`config.mk`:
```
export PLATFORM = sky130hd
export DESIGN_NAME = music_rec
export DESIGN_NICKNAME = d
export VERILOG_FILES = /design/src/rtl/music_rec.sv
export SDC_FILE = /design/constraint.sdc
export NUM_CORES = 1
export LEC_CHECK = 0
export BUFFER_PORTS_ARGS = -buffer_cell sky130_fd_sc_hd__buf_2
export CORE_MARGIN = 2
export CORE_UTILIZATION = 64
export DETAILED_ROUTE_END_ITERATION = 10
export GPL_TIMING_DRIVEN = 1
export PLACE_DENSITY_LB_ADDON = 0.2
export SYNTH_ARGS = -nofsm -noshare
export SYNTH_HDL_FRONTEND = slang
export SYNTH_SLANG_ARGS = --single-unit
export TNS_END_PERCENT = 5
```
`constraint.sdc`:
```
create_clock -name clk -period 10.9 [get_ports clk]
set_input_delay 2.18 -clock clk [delete_from_list [all_inputs] [get_ports clk]]
set_output_delay 2.18 -clock clk [all_outputs]
set_load 0.02 [all_outputs]
```
`src/rtl/music_rec.sv`:
```
// music_rec: measures a square-wave period in prescaled ticks and writes one
// tune word per note slot. Define MUSIC_REC_AVG_EN to store a two-period average.
module music_rec #(
    parameter int DIV        = 1024,
    parameter int SLOT_SHIFT = 11,
    parameter int DEPTH      = 65536
) (
    input  logic        clk,
    input  logic        reset,
    input  logic        rflag,
    input  logic [3:0]  rperiod,
    input  logic        min,
    output logic        wen,
    output logic [15:0] wadr,
    output logic [15:0] wdata,
    output logic        busy,
    output logic        done
);
    localparam int          PW       = (DIV > 0) ? $clog2(DIV + 1) : 1;
    localparam logic [13:0] PMAX     = 14'h3FFF;
    localparam logic [13:0] PMAX_M1  = 14'h3FFE;
    localparam logic [15:0] LAST_ADR = 16'(DEPTH - 2);

    typedef enum logic [1:0] {S_IDLE, S_REC, S_TERM, S_DONE} state_t;

    state_t        r_state, w_next;
    logic [PW-1:0] r_p;
    logic [13:0]   r_pcnt, r_last;
    logic [19:0]   r_scnt;
    logic [15:0]   r_adr, r_wadr, r_wdata;
    logic          r_s1, r_s2, r_s3, r_rise, r_rflag_d, r_seen, r_have;
    logic          w_tick, w_slot_end, w_start;
    logic [3:0]    w_rp;
    logic [19:0]   w_slot_len;
    logic [15:0]   w_word;

`ifdef MUSIC_REC_AVG_EN
    logic [13:0] r_prev;
    logic [1:0]  r_ncap;
    logic [14:0] w_sum;

    assign w_sum  = {1'b0, r_last} + {1'b0, r_prev} + 15'd1;
    assign w_word = !r_have ? 16'h0000 :
                    (r_ncap == 2'd2) ? {2'b00, w_sum[14:1]} : {2'b00, r_last};
`else
    assign w_word = r_have ? {2'b00, r_last} : 16'h0000;
`endif

    assign w_rp       = (rperiod == 4'd0) ? 4'd1 : rperiod;
    assign w_slot_len = 20'(w_rp) << SLOT_SHIFT;
    assign w_tick     = (r_state == S_REC) && (r_p == PW'(DIV));
    assign w_slot_end = w_tick && ((r_scnt + 20'd1) == w_slot_len);
    assign w_start    = (r_state == S_IDLE) && rflag && !r_rflag_d;

    always_ff @(posedge clk) begin
        if (reset) r_state <= S_IDLE;
        else       r_state <= w_next;
    end

    always_comb begin
        w_next = r_state;
        case (r_state)
            S_IDLE: if (w_start) w_next = S_REC;
            S_REC: begin
                if ((w_slot_end && r_adr == LAST_ADR) || !rflag)
                    w_next = S_TERM;
            end
            S_TERM: w_next = S_DONE;
            S_DONE: if (!rflag) w_next = S_IDLE;
            default: w_next = S_IDLE;
        endcase
    end

    // Address/data hold their last written value between strobes.
    always_comb begin
        wen   = 1'b0;
        wadr  = r_wadr;
        wdata = r_wdata;
        busy  = 1'b0;
        done  = 1'b0;
        case (r_state)
            S_REC: begin
                busy = 1'b1;
                if (w_slot_end) begin
                    wen   = 1'b1;
                    wadr  = r_adr;
                    wdata = w_word;
                end
            end
            S_TERM: begin
                busy  = 1'b1;
                wen   = 1'b1;
                wadr  = r_adr;
                wdata = 16'h4000;
            end
            S_DONE: done = 1'b1;
            default: ;
        endcase
    end

    always_ff @(posedge clk) begin
        if (reset) begin
            r_s1      <= 1'b0;
            r_s2      <= 1'b0;
            r_s3      <= 1'b0;
            r_rise    <= 1'b0;
            r_rflag_d <= 1'b0;
            r_wadr    <= '0;
            r_wdata   <= '0;
            r_p       <= '0;
            r_pcnt    <= '0;
            r_scnt    <= '0;
            r_adr     <= '0;
            r_last    <= '0;
            r_seen    <= 1'b0;
            r_have    <= 1'b0;
`ifdef MUSIC_REC_AVG_EN
            r_prev    <= '0;
            r_ncap    <= '0;
`endif
        end else begin
            r_s1      <= min;
            r_s2      <= r_s1;
            r_s3      <= r_s2;
            r_rise    <= r_s2 & ~r_s3;
            r_rflag_d <= rflag;
            r_wadr    <= wadr;
            r_wdata   <= wdata;
            if (w_start) begin
                r_p    <= '0;
                r_pcnt <= '0;
                r_scnt <= '0;
                r_adr  <= '0;
                r_last <= '0;
                r_seen <= 1'b0;
                r_have <= 1'b0;
`ifdef MUSIC_REC_AVG_EN
                r_prev <= '0;
                r_ncap <= '0;
`endif
            end else if (r_state == S_REC) begin
                r_p <= w_tick ? '0 : r_p + 1'b1;
                if (w_tick)
                    r_scnt <= w_slot_end ? 20'd0 : r_scnt + 20'd1;
                if (w_slot_end) begin
                    r_adr  <= r_adr + 16'd1;
                    r_have <= 1'b0;
`ifdef MUSIC_REC_AVG_EN
                    r_ncap <= 2'd0;
`endif
                end
                // An edge beats a coincident tick and starts the next period.
                if (r_rise) begin
                    r_pcnt <= '0;
                    r_seen <= 1'b1;
                    if (r_seen) begin
                        r_last <= r_pcnt;
                        r_have <= 1'b1;
`ifdef MUSIC_REC_AVG_EN
                        r_prev <= r_last;
                        r_ncap <= w_slot_end ? 2'd1 :
                                  (r_ncap == 2'd2) ? 2'd2 : r_ncap + 2'd1;
`endif
                    end
                end else if (w_tick && r_pcnt != PMAX) begin
                    r_pcnt <= r_pcnt + 14'd1;
                    if (r_pcnt == PMAX_M1) begin
                        r_have <= 1'b0;
                        r_seen <= 1'b0;
`ifdef MUSIC_REC_AVG_EN
                        r_ncap <= 2'd0;
`endif
                    end
                end
            end
        end
    end
endmodule
```
; ---- Yosys cells after proc, flatten, opt, wreduce, memory -nomap -nowiden
; Index checks and enable logic that the tools add are counted.
[word_totals]
reg_bits = 116
inputBits = 8
word_cells = 79
[op_classes]
add_sub_neg = 4
n_eq_ne = 11
n_mux = 26
bitwise_logic = 2
reduce_logical = 21
[op_table]
columns = op, n
row1 = $pmux W16 S2, 2
row2 = $mux W14, 3
row3 = $mux W16, 2
row4 = $add A20 B1 Y20 const B, 1
row5 = $eq A20 B15 Y1, 1
row6 = $mux W20, 1
row7 = $add A16 B1 Y16 const B, 1
row8 = $eq A16 B16 Y1 const B, 1
row9 = $add A14 B1 Y14 const B, 1
row10 = $eq A14 B14 Y1 const B, 1
row11 = $ne A14 B14 Y1 const B, 1
row12 = $add A11 B1 Y11 const B, 1
row13 = $eq A11 B11 Y1 const B, 1
row14 = $mux W1, 11
row15 = $mux W11, 1
row16 = $reduce_and A3 Y1, 3
row17 = $pmux W2 S4, 1
row18 = $logic_and A1 B1 Y1, 6
row19 = $mux W2, 3
row20 = $ne A2 B2 Y1 const B, 3
row21 = $reduce_and A2 Y1, 3
row22 = $eq A2 B2 Y1 const B, 2
row23 = $logic_not A4 Y1, 1
row24 = $mux W4, 1
row25 = 9 further kinds, 12

; ---- Logic depth before layout (Yosys ltp)
[depth]
ltp_word = 8
depth_mapped = 12
ltp_nobuf = 9

; ---- Worst setup path after synthesis
; Ideal clock, no wire load.
[synth_path]
path_kind = input to output
from = input rperiod[1]
to = output wdata[0]
arrival_ns = 4.330
required_ns = 8.720
slack_ns = 4.390
stages = 8
path_buffers = 1
path_cell_list = or3_1 > a211oi_1 > mux2i_1 > o22ai_1 > nand4_4 > buf_2 > mux2_2 > o22ai_1
[synth_between]
elab_chain_len = 6
[synth_rtl]
columns = element, line
row1 = start: declaration, 11  ; input logic [3:0] rperiod,
row2 = $logic_not A4 Y1, 49  ; assign w_rp = (rperiod == 4'd0) ? 4'd1 : rperiod;
row3 = $mux W4 *, 49
row4 = $eq A20 B15 Y1 *, 52  ; assign w_slot_end = w_tick && ((r_scnt + 20'd1) == w_slot_len);
row5 = $logic_and A1 B1 Y1 *, 52
row6 = $mux W16 *, 84  ; if (w_slot_end) begin
row7 = $pmux W16 S2 *, 81  ; case (r_state)
row8 = end: declaration, 15  ; output logic [15:0] wdata,
; Mark *: on every way between the ends. The rest lies on a longest branch, timed or not.

; ---- Final worst setup path
[layout_path]
from = input rperiod[3]
to = output wadr[15]
[layout_between]
elab_chain_len = 6
[layout_rtl]
columns = element, line
row1 = $logic_not A4 Y1, 49
row2 = $mux W4 *, 49
row3 = $eq A20 B15 Y1 *, 52
row4 = $logic_and A1 B1 Y1 *, 52
row5 = $mux W16 *, 84
row6 = $pmux W16 S2 *, 81
row7 = end: declaration, 14  ; output logic [15:0] wadr,
; Marked as above.

==> results by group <==
STA
  • Fin Setup TNS: 0 ps
  • Slew @ Worst Pin: 1281 ps
  • Final slew viol count: 0
  • Final setup fails: 0
  • RSZ-0062 raised after global routing: false
  • Clock Skew: 10.51 ps
  • Final worst-path cycle share: 66.52%
  • Final Critical Period: 7250 ps
  • Setup WS post-layout: 3650 ps
  • Slew HR: 14.60%
  • Final hold viol count: 0
  • Fmax achieved: 137.9 MHz

GRT
  • Largest net degree at the start of global routing: 47
  • Vias in the first global route: 5020
  • Total gr overflow: 0
  • First-pass GRT wire length: 23980 um
  • Initial antenna violation count: 0
  • Total Routing Usage GR: 29.18%

Place
  • GPL Wtd Cong: 0.9135
  • Pre-CTS setup slack: 3658 ps
  • Dpl hpwl: 9246 um
  • Placed instance area: 6177 um2
  • DP Cell Count: 821
  • I/O Buffers: 42

Worst hold path
  • HP Class: reg -> reg
  • Hold path start: r_s3$_SDFF_PP0_

Finish
  • Final nets: 749
  • Non-filler cells, final: 853
  • Commonest non-fill, non-tap cell in the layout: dfxtp_1
  • Most frequent cells in the layout: 116 x dfxtp_1, 73 x nand2_1, 53 x nor2_1
  • Area Growth Syn to Fin: 12.54%
  • Fin area: 6792 um2
  • Diode count: 0
  • Layout cells sized above 1: 14.29%

Power and ir drop
  • Combinational Power Share: 17.7%
  • Pint: 0.0008434 W
  • Max IR drop VDD: 130.9 uV
  • Fraction of power spent switching nets: 31.33%
  • Clock power share: 46.7%
  • Leak: 2.417 nW
  • Sequential fraction of design power: 35.6%
  • Sw power: 0.0003847 W
  • Pwr dens: 180.8 nW/um2

Clock network
  • CTS tree: yes
  • Worst skew pair latency: 530 ps
  • Clock transition at the registers of the reported paths: 60 ps
  • H-tree depth: 4
  • TritonCTS Buffers: 17
  • CTS root buffer: clkbuf_8
  • Max Buffers Root-to-Sink: 2
  • Post-CTS resize count: 0
  • Hold buffer count at cts: 0
  • Setup Buffers After CTS: 0
  • CTS Sinks: 116

Critical path
  • Crit path from: rperiod[3]
  • Reg2Reg Launch Point: r_state[1]$_SDFFE_PP0P_
  • Cells along the critical path: buf_2 > or3_1 > a211oi_1 > mux2i_1 > o22ai_1 > nand4_4 > a221oi_1 > nor2_1 > buf_2
  • Crit. End Element: primary output
  • Worst path max stage delay: 630 ps
  • CP required: 8720 ps
  • Worst Path Max Fanout: 46
  • Setup CP Type: in -> out
  • CP startpoint kind: input pin
  • Slowest cell on the critical path: nand4_4
  • Delay-heaviest family, CP: compound AO/OA/AOI/OAI gates
  • CP bufs+invs: 2
  • Most used cell along the critical path: buf_2
  • CP arrival: 5070 ps

Die
  • Die span in x: 101.1 um
  • I/O pin total: 43
  • Die area: 10220 um2
  • Row cnt: 35
  • Die span in y: 101.1 um
  • Initial core utilization: 65.62%
  • Core area: 9196 um2

Route
  • Pre-antenna DRT Iters: 5
  • Antenna Nets Post-Route: 0
  • Vias/cell: 6.408
  • Final wirelength: 14340 um
  • Wire per inst: 16.81 um
  • DR iter-0 viols: 358
  • DRC: 0
  • Via count: 5466

Yosys
  • Register area share after synthesis: 38.48%
  • Avg Cell Area, Syn: 8.440 um2
  • Synth warnings: 0
  • Syn_nets: 735
  • Asr flop ratio synth: 0%
  • Synth Cell Area: 6035 um2
  • Synth Register Bits: 116
  • Number of flops mapped to enable cells by yosys: 0
  • Distinct cells, synth: 60
  • Synthesized instance count: 715
  • Ys flop type: dfxtp_1

Job
  • Max-cap violations: 0

Outcome
  • Status: finished, final reports clean
## cells in the mapped netlist (all sizes together), types with 18 or more instances
master	instances	area share, %
nand2	73	4.5
inv	29	1.8
dfxtp	116	38
nand3	41	3.4
nand4	19	2.3
xnor2	19	2.8
xor2	18	2.6
a22o	45	6.5
nor3	20	1.7
a21oi	44	3.6
clkbuf	32	2.0
nor2	53	3.3
buf	19	1.9
o21ai	18	1.7
## power by group through the flow
stage | Sequential, W | Clock (W) | Combinational [W]
CTS | 0.000437 | 0.000576 | 0.000215
detailed placement | 0.000446 | 0 | 0.000214
floorplan | 0.000445 | 0 | 0.000169
finish | 0.000437 | 0.000573 | 0.000218
global route | 0.000438 | 0.000594 | 0.000238
global placement | 0.000446 | 0 | 0.000207
## metrics by stage
step                      util (%)  hold slack [ps]   power, W
after global placement       67.17            373.7  0.0006526
after CTS                    73.85            396.0   0.001228
after global routing         73.85            414.1   0.001270
after detailed placement     67.17            386.7  0.0006605
after floorplan                  -            367.4  0.0006143
final                        73.85            392.1   0.001228
## cell families after synthesis
family                   share of synthesized area [%]
XOR/XNOR                                         5.370
flip-flops                                       38.48
AND/OR/NAND/NOR                                  24.76
adder cells (fa/ha/maj)                          2.488
buffers and inverters                            5.785
AO/OA/AOI/OAI                                    19.47
multiplexers                                     3.649
## worst paths after layout
kind / to / slack (ps) / cells after the start
max: wadr[15] / 3650 / 9
min reg2reg: r_rise$_SDFF_PP0_ / 390 / 1
min: r_rise$_SDFF_PP0_ / 390 / 1
max reg2reg: r_wadr[4]$_SDFF_PP0_ / 6430 / 9
## layer usage
| metal | global-route usage [%] | share of wire, % | vias to the layer above | wire length [um] |
|---|---|---|---|---|
| met2 | 47.43 | 49 | 185 | 7089 |
| met4 | 11.33 | 1.8 | 0 | 265 |
| met3 | 5.409 | 5.4 | 33 | 779 |
| met1 | 38.59 | 43 | 2622 | 6203 |
| li1 | - | - | 2626 | - |
| met5 | 0 | 0 | - | 0 |
## sequential cells by signal, summed over array words and instances, names as in the netlist
signal / flops
r_last: 14
r_rise: 1
r_s2: 1
r_state: 2
r_s1: 1
r_seen: 1
r_pcnt: 14
r_rflag_d: 1
r_wadr: 16
r_wdata: 16
r_adr: 16
r_p: 11
r_have: 1
r_s3: 1
r_scnt: 20
## worst reg2reg max path: cells and delay by family (launching register included)
| kind | cells | cell delay, ps |
|---|---|---|
| AOI/OAI and AO/OA | 3 | 1870 |
| adders and majority gates | 1 | 540 |
| buffers and inverters | 1 | 90 |
| DFF | 1 | 340 |
| and+or+nand+nor | 4 | 1570 |
## final cells by class
cell class / count / area, um2
clock buffers: 19 / 441.7
repair buffers: 46 / 240.2
inverters: 30 / 112.6
multi-input cells: 518 / 3363
well taps: 111 / 138.9
clock inverters: 13 / 172.7
flip-flops and latches: 116 / 2322
fillers: 679 / 2405
Power figures use the tool's default switching activity.
